File: src/rtl/sh_dbus_arbiter.sv
// Two-master DBUS arbiter: CPU path (M0) and DMAC (M1) share one slave port.
// Round-robin or fixed-priority arbitration, with bounded LOCK retention.
module sh_dbus_arbiter #(
  parameter int unsigned FIXED_PRIO = 0,
  parameter int unsigned LOCK_MAX   = 8
) (
  input  logic        CLK,
  input  logic        RST_N,
  input  logic        CE_R,
  input  logic [31:0] M0_A,
  input  logic [31:0] M0_DI,
  output logic [31:0] M0_DO,
  input  logic [3:0]  M0_BA,
  input  logic        M0_WE,
  input  logic        M0_REQ,
  input  logic        M0_LOCK,
  output logic        M0_BUSY,
  output logic        M0_GNT,
  input  logic [31:0] M1_A,
  input  logic [31:0] M1_DI,
  output logic [31:0] M1_DO,
  input  logic [3:0]  M1_BA,
  input  logic        M1_WE,
  input  logic        M1_REQ,
  input  logic        M1_LOCK,
  output logic        M1_BUSY,
  output logic        M1_GNT,
  output logic [31:0] S_A,
  output logic [31:0] S_DO,
  input  logic [31:0] S_DI,
  output logic [3:0]  S_BA,
  output logic        S_WE,
  output logic        S_REQ,
  output logic        S_LOCK,
  input  logic        S_BUSY
);

  localparam int unsigned CntW = (LOCK_MAX > 0) ? $clog2(LOCK_MAX + 1) : 1;
  localparam logic [CntW-1:0] LimMax = CntW'(LOCK_MAX);
  localparam logic [CntW-1:0] LimM1  = CntW'((LOCK_MAX > 0) ? LOCK_MAX - 1 : 0);

  typedef enum logic [1:0] {StIdle, StOwn0, StOwn1} state_e;

  state_e          state_q, state_d;
  logic            last_q, last_d;  // 1: M1 was the last owner
  logic [CntW-1:0] cnt_q, cnt_d;

  logic own_req, own_lock, oth_req, rearb;

  assign own_req  = (state_q == StOwn1) ? M1_REQ  : M0_REQ;
  assign own_lock = (state_q == StOwn1) ? M1_LOCK : M0_LOCK;
  assign oth_req  = (state_q == StOwn1) ? M0_REQ  : M1_REQ;

  function automatic state_e arbitrate(input logic r0, input logic r1, input logic last1);
    state_e res;
    if (r0 && r1) begin
      res = ((FIXED_PRIO != 0) || !last1) ? StOwn1 : StOwn0;
    end else if (r0) begin
      res = StOwn0;
    end else if (r1) begin
      res = StOwn1;
    end else begin
      res = StIdle;
    end
    return res;
  endfunction

  always_comb begin
    state_d = state_q;
    last_d  = last_q;
    cnt_d   = cnt_q;
    rearb   = 1'b0;
    case (state_q)
      StIdle: state_d = arbitrate(M0_REQ, M1_REQ, last_q);
      default: begin
        if (own_req && !S_BUSY) begin
          if (own_lock && (!oth_req || (LOCK_MAX == 0) || (cnt_q < LimM1))) begin
            cnt_d = (cnt_q >= LimMax) ? LimMax : cnt_q + 1'b1;
          end else begin
            rearb = 1'b1;
          end
        end else if (!own_req && !own_lock) begin
          rearb = 1'b1;
        end
        // A locked owner that has dropped REQ keeps the bus with the counter frozen.
        if (rearb) begin
          last_d  = (state_q == StOwn1);
          cnt_d   = '0;
          state_d = arbitrate(M0_REQ, M1_REQ, state_q == StOwn1);
        end
      end
    endcase
  end

  always_ff @(posedge CLK) begin
    if (!RST_N) begin
      state_q <= StIdle;
      last_q  <= 1'b1;
      cnt_q   <= '0;
    end else if (CE_R) begin
      state_q <= state_d;
      last_q  <= last_d;
      cnt_q   <= cnt_d;
    end
  end

  assign M0_GNT = (state_q == StOwn0);
  assign M1_GNT = (state_q == StOwn1);
  assign M0_DO  = S_DI;
  assign M1_DO  = S_DI;

  always_comb begin
    S_A     = '0;
    S_DO    = '0;
    S_BA    = '0;
    S_WE    = 1'b0;
    S_REQ   = 1'b0;
    S_LOCK  = 1'b0;
    M0_BUSY = M0_REQ;
    M1_BUSY = M1_REQ;
    case (state_q)
      StOwn0: begin
        S_A     = M0_A;
        S_DO    = M0_DI;
        S_BA    = M0_BA;
        S_WE    = M0_WE;
        S_REQ   = M0_REQ;
        S_LOCK  = M0_LOCK;
        M0_BUSY = S_BUSY;
      end
      StOwn1: begin
        S_A     = M1_A;
        S_DO    = M1_DI;
        S_BA    = M1_BA;
        S_WE    = M1_WE;
        S_REQ   = M1_REQ;
        S_LOCK  = M1_LOCK;
        M1_BUSY = S_BUSY;
      end
      default: begin
      end
    endcase
  end

endmodule
File: config.mk
export PLATFORM = sky130hd
export DESIGN_NAME = sh_dbus_arbiter
export DESIGN_NICKNAME = d
export VERILOG_FILES = /design/src/rtl/sh_dbus_arbiter.sv
export SDC_FILE = /design/constraint.sdc
export NUM_CORES = 1
export LEC_CHECK = 0
export BUFFER_PORTS_ARGS = -buffer_cell sky130_fd_sc_hd__buf_4
export CAP_MARGIN = 20
export CORE_AREA = 2 2 122 124
export DETAILED_ROUTE_END_ITERATION = 12
export DIE_AREA = 0 0 124 126
export GPL_TIMING_DRIVEN = 0
export SYNTH_ARGS = -nofsm -noshare
export SYNTH_HDL_FRONTEND = slang
export SYNTH_SLANG_ARGS = --single-unit
export TNS_END_PERCENT = 5
File: constraint.sdc
create_clock -name CLK -period 1.9 [get_ports CLK]
set_clock_uncertainty 0.15 [all_clocks]
set_input_delay 0.285 -clock CLK [delete_from_list [all_inputs] [get_ports CLK]]
set_output_delay 0.285 -clock CLK [all_outputs]
set_load 0.01 [all_outputs]
==> flow_metrics.env, run 1 <==
export IMPL_grtUsageMet1_pct=17.5
export IMPL_grt_ovfl_total=0
export IMPL_port_buffers=283
export IMPL_cp_common_cell="clkbuf_16"
export IMPL_clock_latency_ns=0.23
export IMPL_required_ns=1.46
export IMPL_ys_types=37
export IMPL_finalSetupViolations=74
export IMPL_synthFlopType="dfxtp_1"
export IMPL_arrival_ns=1.60
export IMPL_cts_root_buf="clkbuf_16"
export IMPL_cp_start_kind="register"
export IMPL_area_delta_synth_final_pct=154
export IMPL_row_count=44
export IMPL_grtUsageMet3_pct=2.08
export IMPL_yosys_area_top_type_share_pct=24.7
export IMPL_run_status="finished, violations left"
export IMPL_hold_class="in -> reg"
export IMPL_path_class="reg -> out"
export IMPL_yosysWarnings=0
export IMPL_max_cap_viol_count=0
export IMPL_synth_edff_count=0
export IMPL_drtPass1Iterations=4
export IMPL_grt_use_total_pct=14.7
export IMPL_vias=3368
export IMPL_period_share_pct=107
export IMPL_detail_route_antenna_nets=0
export IMPL_wl_um=12900
export IMPL_synthArstFlopShare_pct=0
export IMPL_cp_max_fo=7
export IMPL_dpl_cell_count=770
export IMPL_busiest_layer="met2"
export IMPL_drtIter0Drc=85
export IMPL_use_met2_pct=28.6
export IMPL_grt_max_degree=11
export IMPL_vdd_drop_max_uv=350
export IMPL_die_x_um=124
export IMPL_cpMaxStageDelayCell="dfxtp_4"
export IMPL_yosysSeqAreaShare_pct=6.49
export IMPL_cts_htree_levels=1
export IMPL_critPathCaptureType="output port"
export IMPL_start_util_pct=15.1
export IMPL_drc=0
export IMPL_grt_setup_unrepaired="yes"
export IMPL_grt_pass1_wl_um=17800
export IMPL_drv_slew=0
export IMPL_syn_num_nets=486
export IMPL_clock_sinks=7
export IMPL_period_needed_ns=2.04
export IMPL_violations="setup timing"
export IMPL_fin_hold_ws_ns=0.255
export IMPL_crit_chain="inv_4 > ha_4 > clkbuf_16 > clkbuf_16 > mux2_4 > buf_6"
export IMPL_core_um2=14300
export IMPL_yosys_area_top_type="a22oi_1"
export IMPL_p_per_area_nw_per_um2=511
export IMPL_clockBufferDepth=2
export IMPL_syn_avg_cell_area_um2=7.13
export IMPL_routedWlPerCell_um=16.4
export IMPL_final_hold_violation_count=0
export IMPL_clk_pin_slew_ns=0.04
export IMPL_diodes=0
export IMPL_max_freq_ghz=0.491
export IMPL_power_leakage_uw=0.00249
export IMPL_finalNonFillerCells=790
export IMPL_synth_cells=303
export IMPL_die_h_um=126
export IMPL_vias_per_cell=4.26
export IMPL_cts_tree="done"
export IMPL_place_hpwl_um=9670
export IMPL_place_gp_congestion=0.780
export IMPL_max_stage_delay_ns=0.35
export IMPL_dieArea_um2=15600
export IMPL_first_global_vias=3317
export IMPL_cts_buffers=3
export IMPL_netlist_area_um2=2160
export IMPL_layout_nets=790
export IMPL_relSlewSlack_pct=70.9
export IMPL_cts_hold_buf=0
export IMPL_io_pins=317
export IMPL_worst_pin_slew_ns=0.436
export IMPL_antenna_found_initial=0
export IMPL_finalWorstSetupSlack_ns=-0.137
export IMPL_ys_ff_latch=7
export IMPL_synth_area_leaders="a22oi_1 25%, buf_4 22%, nor2b_1 21%"
export IMPL_drive_gt1_share_pct=78.2
[flip-flops by register name (all words and copies together), names as in the netlist]
name     flops
cnt_q        4
last_q       1
state_q      2
[final cells by class]
class / count / area (um2)
repair buffers: 300 / 2310
inverters: 8 / 35.0
fillers: 1496 / 8820
plain buffers: 89 / 872
well taps: 184 / 230
multi-input cells: 198 / 1820
clock buffers: 4 / 78.8
flip-flops and latches: 7 / 148
[per-stage QoR]
stage          setup WS, ns  instance area (um2)  TNS, ns  utilization [%]  total power [uW]
6_report             -0.137                 5500    -5.26             38.4              2810
5_1_grt              -0.179                 5500    -9.82             38.4              2980
4_1_cts              -0.156                 5220    -7.75             36.4              2690
3_5_place_dp          -1.01                 4550   -45.12             31.8              1830
3_3_place_gp         -0.951                 4550   -44.58             31.8              1830
2_1_floorplan       -0.0117                 2190   -0.735                -              1030
[layer usage]
layer	up-vias	part of all wire [%]	wire length, um
li1	1638	-	-
met1	1563	38	4930
met2	163	53	6900
met4	0	0.22	29
met3	4	8.3	1070
met5	-	0	0
[final timing paths]
path                                 start  cells past startpoint  slack (ns)          to
worst min register to register      last_q                      2        0.37      last_q
worst max register to register  state_q[0]                      7       -0.03  state_q[1]
worst min-delay path                M0_REQ                      3        0.25  state_q[0]
worst max-delay path            state_q[0]                      6       -0.14     M1_BUSY
[critical path: cells and delay by family, from the launching register on]
| kind | cells | cell delay [ns] |
|---|---|---|
| adder cells (fa/ha/maj) | 1 | 0.18 |
| buffers and inverters | 4 | 0.53 |
| flip-flops | 1 | 0.35 |
| multiplexers | 1 | 0.30 |
[cell families (layout without fill, tap and decap cells)]
| logic type | Yosys count | after routing | share of synthesized area, % |
|---|---|---|---|
| compound gates | 90 | 90 | 30.7 |
| flops | 7 | 7 | 6.49 |
| fa+ha+maj | 5 | 5 | 2.90 |
| simple gates | 96 | 96 | 27.8 |
| mux | 7 | 7 | 3.53 |
| buf+inv | 98 | 401 | 28.5 |
[cells in the final DEF, fill, tap and decap left out, types with 2 or more instances in the layout]
master	Yosys	final
inv_4	0	2
nor4_1	3	2
nand3_1	4	4
clkbuf_16	0	11
buf_4	64	358
clkbuf_1	19	2
clkbuf_8	0	8
a22oi_1	71	10
nand3b_1	2	2
nand2_1	5	5
dfxtp_4	0	2
a21oi_1	3	3
nor2b_1	72	66
nor2b_2	0	6
dfxtp_1	7	5
buf_12	0	2
buf_8	0	4
o21ai_1	2	2
ha_4	0	3
ha_1	5	2
mux2i_1	4	3
a22oi_2	0	61
o21a_1	2	2
inv_1	8	6
buf_6	1	7
o2111ai_1	2	2
nand4_1	3	3
[report_power, final]
part | internal [uW] | leakage [uW] | switching [uW]
logic | 1300 | 0.00239 | 968
registers | 159 | 0.0000582 | 13.3
clock network | 280 | 0.0000382 | 84.3
[synthesized netlist by cell type (2+ instances only)]
cell type	number
a22oi_1	71
clkbuf_1	19
o21ai_1	2
dfxtp_1	7
o2111ai_1	2
nand4_1	3
ha_1	5
nor4_1	3
o21a_1	2
nor4bb_1	2
nand2_1	5
nor2b_1	72
inv_1	8
a21oi_1	3
mux2_2	2
buf_4	64
nand3b_1	2
nand3_1	4
buf_1	5
o21ai_0	2
mux2i_1	4
[what timing repair did]
item | CTS | global route
gates cloned | 6 | 0
pin swaps | 6 | 4
endpoints found under the setup margin | 78 | 80
buffers inserted | 9 | 2
gates resized for setup | 104 | 61
(Power assumes the default switching activity.)
==> run 2, diff against run 1 <==
--- a/config.mk
+++ b/config.mk
@@ -11,6 +11,7 @@
 export DETAILED_ROUTE_END_ITERATION = 12
 export DIE_AREA = 0 0 124 126
 export GPL_TIMING_DRIVEN = 0
+export RECOVER_POWER = 25
 export SYNTH_ARGS = -nofsm -noshare
 export SYNTH_HDL_FRONTEND = slang
 export SYNTH_SLANG_ARGS = --single-unit
==> flow_metrics.env, run 2 (same netlist as run 1, synthesis figures left out) <==
export IMPL_run_status="finished, violations left"
export IMPL_violations="setup timing"
export IMPL_drv_slew=0
export IMPL_cp_num_buf_inv=4
export IMPL_grt_max_degree=11
export IMPL_post_place_ws_ns=-1.01
export IMPL_place_hpwl_um=9670
export IMPL_crit_chain="inv_4 > ha_4 > clkbuf_16 > clkbuf_16 > mux2_4 > buf_6"
export IMPL_routedWlPerCell_um=16.3
export IMPL_cts_tree="done"
export IMPL_clock_latency_ns=0.23
export IMPL_core_um2=14300
export IMPL_diodes=0
export IMPL_critPathCaptureType="output port"
export IMPL_cp_start_kind="register"
export IMPL_cpMaxStageDelayCell="dfxtp_4"
export IMPL_max_freq_ghz=0.491
export IMPL_vias_per_cell=4.25
export IMPL_grt_setup_unrepaired="yes"
export IMPL_grt_pass1_wl_um=17800
export IMPL_grtUsageMet3_pct=2.08
export IMPL_use_met2_pct=28.6
export IMPL_place_gp_congestion=0.780
export IMPL_clock_sinks=7
export IMPL_fin_hold_ws_ns=0.255
export IMPL_drc=0
export IMPL_drtPass1Iterations=4
export IMPL_required_ns=1.46
export IMPL_cts_root_buf="clkbuf_16"
export IMPL_period_share_pct=107
export IMPL_hold_class="in -> reg"
export IMPL_arrival_ns=1.60
export IMPL_final_hold_violation_count=0
export IMPL_finalSetupViolations=74
export IMPL_p_per_area_nw_per_um2=514
export IMPL_start_util_pct=15.1
export IMPL_max_cap_viol_count=0
export IMPL_layout_nets=790
export IMPL_busiest_layer="met2"
export IMPL_drtIter0Drc=92
export IMPL_path_class="reg -> out"
export IMPL_port_buffers=283
export IMPL_final_cell_mix="342 x buf_4, 66 x nor2b_1, 61 x a22oi_2"
export IMPL_io_pins=317
export IMPL_grt_use_total_pct=14.7
export IMPL_layout_commonest_cell="buf_4"
export IMPL_cts_buffers=3
export IMPL_cts_hold_buf=0
export IMPL_period_needed_ns=2.04
export IMPL_largest_reg_flops=4
export IMPL_finalWorstSetupSlack_ns=-0.137
export IMPL_vias=3357
export IMPL_power_leakage_uw=0.00243
export IMPL_area_delta_synth_final_pct=152
export IMPL_cts_htree_levels=1
export IMPL_max_stage_delay_ns=0.35
export IMPL_clk_pin_slew_ns=0.04
export IMPL_vdd_drop_max_uv=349
export IMPL_cp_common_cell="clkbuf_16"
export IMPL_dieArea_um2=15600
export IMPL_drive_gt1_share_pct=75.6
export IMPL_wl_um=12900
export IMPL_largestRegisters="cnt_q x4, state_q x2, last_q x1"
export IMPL_clockBufferDepth=2
export IMPL_relSlewSlack_pct=70.9
export IMPL_first_global_vias=3317
export IMPL_regMostFlops="cnt_q"
export IMPL_grtUsageMet1_pct=17.5
export IMPL_row_count=44
export IMPL_antenna_found_initial=0
export IMPL_die_x_um=124
export IMPL_cp_max_fo=7
export IMPL_critPathTopFamily="buffers and inverters"
export IMPL_die_h_um=126
export IMPL_worst_pin_slew_ns=0.436
export IMPL_detail_route_antenna_nets=0
export IMPL_grt_ovfl_total=0
-- run 2: repair_timing --
action                                  4_1_cts  5_1_grt
pin swaps                                     6        4
setup buffers                                 9        2
endpoints found under the setup margin       78       80
resized for setup                           104       61
cloned                                        6        0
-- run 2: final cells by class --
| cell class | count | area, um2 |
|---|---|---|
| Clock buffer | 4 | 78.8 |
| Multi-Input combinational cell | 198 | 1820 |
| Inverter | 8 | 35.0 |
| Fill cell | 1513 | 8880 |
| Sequential cell | 7 | 148 |
| Tap cell | 184 | 230 |
| Timing Repair Buffer | 300 | 2250 |
| Buffer | 89 | 872 |
-- run 2: metrics by stage --
stage,std cells,instance area [um2],setup TNS (ns),total power (uW),utilization [%]
2_1_floorplan,303,2190,-0.735,1030,-
6_report,790,5440,-5.25,2790,38.0
3_3_place_gp,770,4550,-44.58,1830,31.8
5_1_grt,790,5440,-9.82,2970,38.0
3_5_place_dp,770,4550,-45.12,1830,31.8
4_1_cts,788,5220,-7.75,2690,36.4
-- run 2: where the power goes --
part | leakage, uW | total, uW | switching (uW) | internal [uW]
Combinational | 0.00233 | 2260 | 967 | 1290
Clock | 0.0000382 | 364 | 84.3 | 280
Sequential | 0.0000582 | 173 | 13.3 | 159
Total | 0.00243 | 2790 | 1060 | 1730
-- run 2: path summary, 6_finish.rpt --
check             startpoint    endpoint  slack [ns]  depth (start not counted)
setup / recovery  state_q[0]     M1_BUSY       -0.14                          6
hold / removal        M0_REQ  state_q[0]        0.25                          3
setup reg to reg  state_q[0]  state_q[1]       -0.03                          7
hold reg to reg       last_q      last_q        0.37                          2
-- run 2: per-layer routing --
layer,part of all wire [%],up-vias
met5,0,-
met4,0.22,0
met3,8.2,4
met2,53,163
met1,38,1552
li1,-,1638
-- run 2: tightest hold or removal path, cell delays in order --
cell     delay [ns]
buf_4          0.14
nand3_1        0.08
nand4_1        0.09
==> run 3, diff against run 2 <==
--- a/config.mk
+++ b/config.mk
@@ -11,6 +11,7 @@
 export DETAILED_ROUTE_END_ITERATION = 12
 export DIE_AREA = 0 0 124 126
 export GPL_TIMING_DRIVEN = 0
+export PLACE_DENSITY = 0.58
 export RECOVER_POWER = 25
 export SYNTH_ARGS = -nofsm -noshare
 export SYNTH_HDL_FRONTEND = slang
==> flow_metrics.env, run 3 (same netlist as run 1, synthesis figures left out) <==
export IMPL_dieArea_um2=15600
export IMPL_period_needed_ns=2.07
export IMPL_core_um2=14300
export IMPL_cpMaxStageDelayCell="dfxtp_4"
export IMPL_required_ns=1.46
export IMPL_drive_gt1_share_pct=74.1
export IMPL_place_gp_congestion=0.875
export IMPL_path_class="reg -> out"
export IMPL_grtUsageMet1_pct=15.0
export IMPL_rr_endpoint="state_q[1]"
export IMPL_r2r_cells=7
export IMPL_final_core_util_pct=37.4
export IMPL_grt_use_total_pct=13.4
export IMPL_arrival_ns=1.64
export IMPL_run_status="finished, violations left"
export IMPL_antenna_found_initial=0
export IMPL_place_hpwl_um=9250
export IMPL_finalSetupTns_ns=-7.57
export IMPL_cts_hold_buf=0
export IMPL_fill_cells=1449
export IMPL_die_x_um=124
export IMPL_vias=3362
export IMPL_diodes=0
export IMPL_clk_pin_slew_ns=0.04
export IMPL_routedWlPerCell_um=15.4
export IMPL_final_hold_violation_count=0
export IMPL_detail_route_antenna_nets=0
export IMPL_grt_setup_unrepaired="yes"
export IMPL_drtIter0Drc=110
export IMPL_first_global_vias=3250
export IMPL_period_share_pct=109
export IMPL_regToRegStartpoint="state_q[0]"
export IMPL_p_per_area_nw_per_um2=503
export IMPL_finalWorstSetupSlack_ns=-0.170
export IMPL_busiest_layer="met2"
export IMPL_clock_latency_ns=0.23
export IMPL_fin_hold_ws_ns=0.229
export IMPL_crit_end="S_DO[19]"
export IMPL_drtPass1Iterations=4
export IMPL_clockBufferDepth=2
export IMPL_cts_tree="done"
export IMPL_row_count=44
export IMPL_finalSetupViolations=72
export IMPL_largest_reg_flops=4
export IMPL_use_met2_pct=27.1
export IMPL_grt_pass1_wl_um=16700
export IMPL_hold_class="in -> reg"
export IMPL_relSlewSlack_pct=69.6
export IMPL_port_buffers=283
export IMPL_regMostFlops="cnt_q"
export IMPL_area_delta_synth_final_pct=148
export IMPL_cp_max_fo=10
export IMPL_cp_common_cell="buf_4"
export IMPL_wl_um=12100
export IMPL_grt_ovfl_total=0
export IMPL_cts_buffers=3
export IMPL_drc=0
export IMPL_die_h_um=126
export IMPL_cts_htree_levels=1
export IMPL_vdd_drop_max_uv=426
export IMPL_critPathCaptureType="output port"
export IMPL_drv_slew=0
export IMPL_max_cap_viol_count=0
export IMPL_power_leakage_uw=0.00238
export IMPL_violations="setup timing"
export IMPL_io_pins=317
export IMPL_grtUsageMet3_pct=1.77
export IMPL_cp_startpoint="state_q[0]"
export IMPL_start_util_pct=15.1
export IMPL_max_stage_delay_ns=0.35
export IMPL_r2r_slack_ns=0
export IMPL_worst_pin_slew_ns=0.456
export IMPL_cp_start_kind="register"
export IMPL_clock_sinks=7
export IMPL_layout_nets=783
export IMPL_cts_root_buf="clkbuf_16"
export IMPL_grt_max_degree=11
export IMPL_largestRegisters="cnt_q x4, state_q x2, last_q x1"
export IMPL_crit_chain="buf_4 > ha_4 > clkbuf_16 > buf_8 > a22oi_2 > nor2b_1 > buf_4"
export IMPL_vias_per_cell=4.29
export IMPL_max_freq_ghz=0.483
export IMPL_final_cell_mix="333 x buf_4, 70 x nor2b_1, 60 x a22oi_2"
export IMPL_layout_commonest_cell="buf_4"
run 3: cell types whose count changed in the layout (fill, tap and decap cells not counted), moves of 3 or more:
cell	delta
buf_8	+3
buf_4	-9
nor2b_1	+4
nor2b_2	-4
buf_6	-5
clkbuf_4	+3
run 3: timing repair:
item	CTS	global route
buffers inserted	5	0
resized for setup	112	44
setup endpoints to repair	78	79
endpoints found under the hold margin	0	0
pin swaps	16	9
cloned	5	0
run 3: power by group:
group	switching [uW]	leakage [uW]	internal, uW
logic	915	0.00229	1230
registers	12.0	0.0000582	159
clock network	93.7	0.0000382	281
run 3: area by class of cell:
cell class	count	area (um2)	share of cell area, %
Buffer	89	875	16.3
Sequential cell	7	148	2.76
Tap cell	184	230	4.30
Timing Repair Buffer	293	2200	41.1
Multi-Input combinational cell	198	1790	33.4
Inverter	8	32.5	0.608
Clock buffer	4	78.8	1.47
run 3: worst min-delay path by stage:
stage | start | end | slack, ns | cells after the start
after floorplan | M0_REQ | state_q[0] | 0.29 | 2
after global placement | last_q | last_q | 0.33 | 2
after detailed placement | last_q | last_q | 0.36 | 2
after CTS | M0_REQ | state_q[0] | 0.22 | 3
after global routing | M0_REQ | state_q[0] | 0.27 | 3
final | M0_REQ | state_q[0] | 0.23 | 3
run 3: routing by layer:
| metal | wire length [um] | vias to the layer above |
|---|---|---|
| met5 | 0 | - |
| met4 | 75 | 0 |
| met3 | 1040 | 8 |
| met2 | 6680 | 166 |
| met1 | 4250 | 1566 |
| li1 | - | 1622 |
run 3: stage by stage:
step | instances | instance area [um2] | setup slack, ns | power, uW
floorplan | 303 | 2190 | -0.0117 | 1030
CTS | 783 | 5220 | -0.144 | 2610
global placement | 770 | 4550 | -0.719 | 1770
global route | 783 | 5350 | -0.216 | 2850
finish | 783 | 5350 | -0.170 | 2690
detailed placement | 770 | 4550 | -0.806 | 1800
run 3: worst max-delay path: cells and delay by family (launching register included):
family | cells | cell delay (ns)
adders and majority gates | 1 | 0.17
DFF | 1 | 0.35
and+or+nand+nor | 1 | 0.09
buffers and inverters | 4 | 0.62
AOI/OAI and AO/OA | 1 | 0.17
